<file path="config.mk">
export PLATFORM = sky130hd
export DESIGN_NAME = vector_read_sequencer
export DESIGN_NICKNAME = d
export VERILOG_FILES = /design/src/rtl/vector_read_sequencer.sv
export SDC_FILE = /design/constraint.sdc
export NUM_CORES = 1
export LEC_CHECK = 0
export BUFFER_PORTS_ARGS = -buffer_cell sky130_fd_sc_hd__buf_2
export CORE_MARGIN = 3
export CORE_UTILIZATION = 58
export DETAILED_ROUTE_END_ITERATION = 16
export PLACE_DENSITY_LB_ADDON = 0.05
export REMOVE_ABC_BUFFERS = 1
export SLEW_MARGIN = 15
export SYNTH_ARGS = -nofsm -noshare
export SYNTH_HDL_FRONTEND = slang
export SYNTH_SLANG_ARGS = --single-unit
export TNS_END_PERCENT = 100
</file>
<file path="constraint.sdc">
create_clock -name clk -period 2.6 [get_ports clk]
set_input_delay 0.13 -clock clk [delete_from_list [all_inputs] [get_ports clk]]
set_output_delay 0.13 -clock clk [all_outputs]
set_load 0.02 [all_outputs]
</file>
<file path="src/rtl/vector_read_sequencer.sv">
// vector_read_sequencer: owns the shared port-B read side of the A/B vector
// BRAMs. It issues consecutive read addresses, absorbs the BRAM read latency
// and buffers aligned (A[i], B[i]) pairs in a small first-word-fall-through
// FIFO. The consumer drains the FIFO through a valid/ready handshake and may
// stall at any time without losing pairs or misaligning A and B.
module vector_read_sequencer #(
    parameter int NBytes     = 1024,
    parameter int READ_LAT   = 1,
    parameter int FIFO_DEPTH = 4
) (
    input  logic                      clk,
    input  logic                      resetn,
    input  logic                      start,
    input  logic [$clog2(NBytes):0]   length,
    input  logic                      abort,
    output logic [$clog2(NBytes)-1:0] bram_addr,
    output logic                      rd_en,
    input  logic [7:0]                bramA_byte,
    input  logic [7:0]                bramB_byte,
    output logic                      out_valid,
    input  logic                      out_ready,
    output logic [7:0]                out_a,
    output logic [7:0]                out_b,
    output logic                      out_last,
    output logic                      busy,
    output logic                      done
);

    localparam int AW = $clog2(NBytes);
    localparam int LW = AW + 1;
    localparam int CW = $clog2(FIFO_DEPTH + 1);
    localparam int PW = (FIFO_DEPTH > 1) ? $clog2(FIFO_DEPTH) : 1;

    typedef enum logic [1:0] {IDLE, ISSUE, DRAIN} state_t;

    state_t              state;
    logic [LW-1:0]       len;
    logic [LW-1:0]       issue_cnt;
    logic [LW-1:0]       last_idx;
    logic [LW-1:0]       len_clamped;
    logic                rd_last;

    // Read-latency pipe: one valid bit and one last flag per outstanding read.
    logic [READ_LAT-1:0] vld_p;
    logic [READ_LAT-1:0] last_p;

    logic [CW-1:0]       fifo_cnt;
    logic [PW-1:0]       wr_ptr;
    logic [PW-1:0]       rd_ptr;
    logic [7:0]          mem_a    [FIFO_DEPTH];
    logic [7:0]          mem_b    [FIFO_DEPTH];
    logic                mem_last [FIFO_DEPTH];

    logic [7:0]          occ;
    logic                can_issue;
    logic                push;
    logic                pop;

    function automatic logic [PW-1:0] ptr_inc(input logic [PW-1:0] p);
        return (p == PW'(FIFO_DEPTH - 1)) ? '0 : p + PW'(1);
    endfunction

    assign len_clamped = (length > LW'(NBytes)) ? LW'(NBytes) : length;
    assign last_idx    = len - LW'(1);

    assign push      = vld_p[READ_LAT-1];
    assign out_valid = (fifo_cnt != '0);
    assign pop       = out_valid & out_ready;

    // FWFT head; forced to zero while empty so idle outputs are well defined.
    assign out_a    = out_valid ? mem_a[rd_ptr]    : 8'd0;
    assign out_b    = out_valid ? mem_b[rd_ptr]    : 8'd0;
    assign out_last = out_valid ? mem_last[rd_ptr] : 1'b0;

    // Credit check: buffered pairs plus every read still in flight must fit.
    always_comb begin
        occ = 8'(fifo_cnt) + {7'd0, rd_en};
        for (int i = 0; i < READ_LAT; i++) begin
            occ = occ + {7'd0, vld_p[i]};
        end
        can_issue = (occ < 8'(FIFO_DEPTH));
    end

    // Control FSM: accepts start, issues reads under credit, signals completion.
    always_ff @(posedge clk or negedge resetn) begin
        if (!resetn) begin
            state     <= IDLE;
            len       <= '0;
            issue_cnt <= '0;
            bram_addr <= '0;
            rd_en     <= 1'b0;
            rd_last   <= 1'b0;
            busy      <= 1'b0;
            done      <= 1'b0;
        end else if (abort) begin
            state     <= IDLE;
            issue_cnt <= '0;
            bram_addr <= '0;
            rd_en     <= 1'b0;
            rd_last   <= 1'b0;
            busy      <= 1'b0;
            done      <= 1'b0;
        end else begin
            done    <= 1'b0;
            rd_en   <= 1'b0;
            rd_last <= 1'b0;
            case (state)
                IDLE: begin
                    if (start) begin
                        len       <= len_clamped;
                        issue_cnt <= '0;
                        if (len_clamped == '0) begin
                            done <= 1'b1;
                        end else begin
                            state <= ISSUE;
                            busy  <= 1'b1;
                        end
                    end
                end
                ISSUE: begin
                    if (can_issue) begin
                        rd_en     <= 1'b1;
                        bram_addr <= issue_cnt[AW-1:0];
                        rd_last   <= (issue_cnt == last_idx);
                        issue_cnt <= issue_cnt + LW'(1);
                        if (issue_cnt == last_idx) begin
                            state <= DRAIN;
                        end
                    end
                end
                DRAIN: begin
                    if (pop && out_last) begin
                        done  <= 1'b1;
                        busy  <= 1'b0;
                        state <= IDLE;
                    end
                end
                default: state <= IDLE;
            endcase
        end
    end

    // Shift issued reads through the BRAM latency so the data arrival is known.
    always_ff @(posedge clk or negedge resetn) begin
        if (!resetn) begin
            vld_p  <= '0;
            last_p <= '0;
        end else if (abort) begin
            vld_p  <= '0;
            last_p <= '0;
        end else begin
            vld_p[0]  <= rd_en;
            last_p[0] <= rd_last;
            for (int i = 1; i < READ_LAT; i++) begin
                vld_p[i]  <= vld_p[i-1];
                last_p[i] <= last_p[i-1];
            end
        end
    end

    // FIFO bookkeeping; push and pop in the same cycle leave the count unchanged.
    always_ff @(posedge clk or negedge resetn) begin
        if (!resetn) begin
            fifo_cnt <= '0;
            wr_ptr   <= '0;
            rd_ptr   <= '0;
        end else if (abort) begin
            fifo_cnt <= '0;
            wr_ptr   <= '0;
            rd_ptr   <= '0;
        end else begin
            assert (!(push && !pop && (fifo_cnt == CW'(FIFO_DEPTH))));
            if (push) begin
                wr_ptr <= ptr_inc(wr_ptr);
            end
            if (pop) begin
                rd_ptr <= ptr_inc(rd_ptr);
            end
            case ({push, pop})
                2'b10:   fifo_cnt <= fifo_cnt + CW'(1);
                2'b01:   fifo_cnt <= fifo_cnt - CW'(1);
                default: fifo_cnt <= fifo_cnt;
            endcase
        end
    end

    // FIFO storage: data only, validity comes from the count and pointers.
    always_ff @(posedge clk) begin
        if (push) begin
            mem_a[wr_ptr]    <= bramA_byte;
            mem_b[wr_ptr]    <= bramB_byte;
            mem_last[wr_ptr] <= last_p[READ_LAT-1];
        end
    end

endmodule

</file>
==> flow_metrics.env <==
export IMPL_grt_max_degree=48
export IMPL_fin_crit_sh_pct=88.79
export IMPL_area_delta_synth_final_pct=27.68
export IMPL_cpMaxStageDelayCell="a2111oi_1"
export IMPL_postSynth_asyncResetShare_pct=40.87
export IMPL_hold_ws_ns=0.3493
export IMPL_cp_end_kind="register"
export IMPL_finalMaxSlewViolations=0
export IMPL_synth_seq_cells=115
export IMPL_finalSetupViolCount=0
export IMPL_cts_tree="built"
export IMPL_syn_inst=364
export IMPL_seq_area_frac_synth_pct=62.89
export IMPL_power_leakage_nw=2.698
export IMPL_routed_wirelength_um=10530
export IMPL_dr_pass1_iters=4
export IMPL_crit_required_ns=2.98
export IMPL_design_area_um2=6534
export IMPL_r2r_start="fifo_cnt[0]"
export IMPL_fin_nets=517
export IMPL_max_clock_freq_mhz=433.2
export IMPL_hold_class="in2async"
export IMPL_start_util_pct=61.05
export IMPL_grt_ovfl_total=0
export IMPL_core_area_um2=8382
export IMPL_finalClockSkew_ns=0.007128
export IMPL_grt_usage_pct=22.88
export IMPL_synth_edf_count=68
export IMPL_power_density_nw_per_um2=883.9
export IMPL_place_area_um2=5565
export IMPL_layout_common_cells="edfxtp_1 (68), buf_2 (62), dfrtp_1 (47)"
export IMPL_p_sw_share_pct=29.41
export IMPL_path_clk_slew_ns=0.06
export IMPL_crit_start="fifo_cnt[0]"
export IMPL_p_switching_w=0.001698
export IMPL_vias=3286
export IMPL_rows=33
export IMPL_timing_final_crit_period_ns=2.309
export IMPL_grt_pass1_wl_um=17370
export IMPL_clk_latency_ns=0.51
export IMPL_route_detailed_drc=0
export IMPL_worst_path_buf_inv=0
export IMPL_worst_ep_arrival_time_ns=2.69
export IMPL_die_area_um2=9986
export IMPL_ff2ff_path_depth=7
export IMPL_numClockSinks=115
export IMPL_htreeDepth=4
export IMPL_viasPerCell=5.532
export IMPL_cts_root_buf="clkbuf_8"
export IMPL_dpl_cell_count=525
export IMPL_die_width_um=99.93
export IMPL_die_h_um=99.93
export IMPL_cts_made_buffers=17
export IMPL_crit_chain="ha_1 -> a21o_1 -> a2111oi_1 -> or2_2 -> nand4_1 -> xor2_1 -> nor2_1"
export IMPL_synth_top_flop_cell="edfxtp_1"
export IMPL_grt_pass1_vias=3493
export IMPL_maxCapViolCount=0
export IMPL_rsz0062_at_grt="false"
export IMPL_clkPwrFrac_pct=39.8
export IMPL_status="completed"
export IMPL_slew_headroom_pct=30.43
export IMPL_netlist_area_um2=5117
export IMPL_worstMarginPinSlew_ns=1.044
export IMPL_antenna_found_initial=0
export IMPL_ir_drop_mv=0.5203
export IMPL_cpLargestDelayFamily="compound AO/OA/AOI/OAI gates"
export IMPL_hold_viol_final=0
export IMPL_yosys_warnings=0
export IMPL_crit_fanout=7
export IMPL_ant_nets=0
export IMPL_yosysUniqueCellTypes=50
export IMPL_wl_per_cell_um=17.72
export IMPL_dp_final_hpwl_um=6478
export IMPL_postSynthAreaPerCell_um2=14.06
export IMPL_seqPwrFrac_pct=36.3
export IMPL_cts_setup_buffers=0
export IMPL_numPortBuffers=62
export IMPL_worstSetupPathType="reg2reg"
export IMPL_pwr_share_comb_pct=23.9
export IMPL_tns_ns=0
export IMPL_place_congestion=0.8978
export IMPL_clock_path_buffers=2
export IMPL_num_io_pins=63
export IMPL_finalPower_w=0.005775
export IMPL_drive_above_1_share_pct=26.99
export IMPL_critical_path_max_stage_delay_ns=0.61
export IMPL_drt_iter0_markers=134
export IMPL_p_int_w=0.004077
export IMPL_finalNonFillerCells=594
export IMPL_start_kind="register"
export IMPL_path_depth=7
export IMPL_final_common_cell="edfxtp_1"
export IMPL_n_antenna_cell=0
## sequential cells by signal (all words and copies together), names as in the netlist, 2 cells and up
signal,flops
issue_cnt,11
state,2
mem_b,32
rd_ptr,2
mem_last,4
bram_addr,10
len,11
mem_a,32
wr_ptr,2
fifo_cnt,3
## final timing paths
path,end,slack (ns)
worst max-delay path,issue_cnt[10],0.29
worst min-delay path,bram_addr[3],0.35
worst max register to register,issue_cnt[10],0.29
worst min register to register,last_p,0.48
max in group asynchronous,len[4],1.60
min in group clk,mem_a[0][4],0.38
## per-layer routing
metal	global-route usage [%]	wire, um
met1	27.48	4415
met2	40.38	5620
met3	5.907	388
met4	7.353	104
met5	0	0
## cell families after synthesis
logic type	count (synthesis)	synth area share [%]
buffers and inverters	24	2.005
and+or+nand+nor	118	12.86
muxes	21	8.289
adders and majority gates	9	2.347
DFF	115	62.89
AOI/OAI and AO/OA	53	7.507
xor gates and xnor gates	24	4.108
## through the flow
step / worst slack [ns] / util (%)
detailed placement: 0.3293 / 66.40
global route: 0.1063 / 77.95
CTS: 0.2975 / 77.95
global placement: 0.3977 / 66.40
floorplan: 0.1745 / -
finish: 0.2913 / 77.95
## power groups by stage
stage,clock (W),sequential (W),combinational (W)
2_1_floorplan,0,0.00217,0.000844
3_3_place_gp,0,0.00213,0.00132
3_5_place_dp,0,0.00213,0.00134
4_1_cts,0.00234,0.00210,0.00140
5_1_grt,0.00242,0.00211,0.00151
6_report,0.00230,0.00210,0.00138
## layout make-up
cell class	instances	area [um^2]
well taps	105	131.4
clock inverters	15	183.9
fillers	532	1848
repair buffers	110	763.2
flip-flops and latches	115	3218
clock buffers	17	414.1
multi-input cells	225	1797
inverters	7	26.28
## timing repair
item                                   CTS  global route
endpoints found under the hold margin  131             0
hold buffers                            37             0
resized for setup                        0             0
## synth_stat cells (2+ instances only)
library cell	count	area, um^2
mux4_2	17	382.9
a22o_1	15	131.4
or3_1	3	18.77
and3_1	5	31.28
and2_1	22	137.6
a21oi_1	7	35.03
nand2_1	21	78.83
buf_2	4	20.02
nand4_1	5	31.28
nand2b_1	7	43.79
mux2i_1	3	30.03
edfxtp_1	68	2042
nand3_1	7	35.03
o21ai_0	12	60.06
a21o_1	2	15.01
or2_2	3	18.77
xor2_1	11	96.34
dfrtp_1	47	1176
inv_1	7	26.28
nor4_1	6	37.54
xnor2_1	13	113.9
nor2_1	25	93.84
buf_1	2	7.510
o21bai_1	2	15.01
nor3_1	3	15.01
ha_1	8	100.1
o311ai_0	3	26.28
nor2b_1	5	31.28
clkbuf_1	10	37.54
No activity file was read; power rests on OpenSTA's default activity.
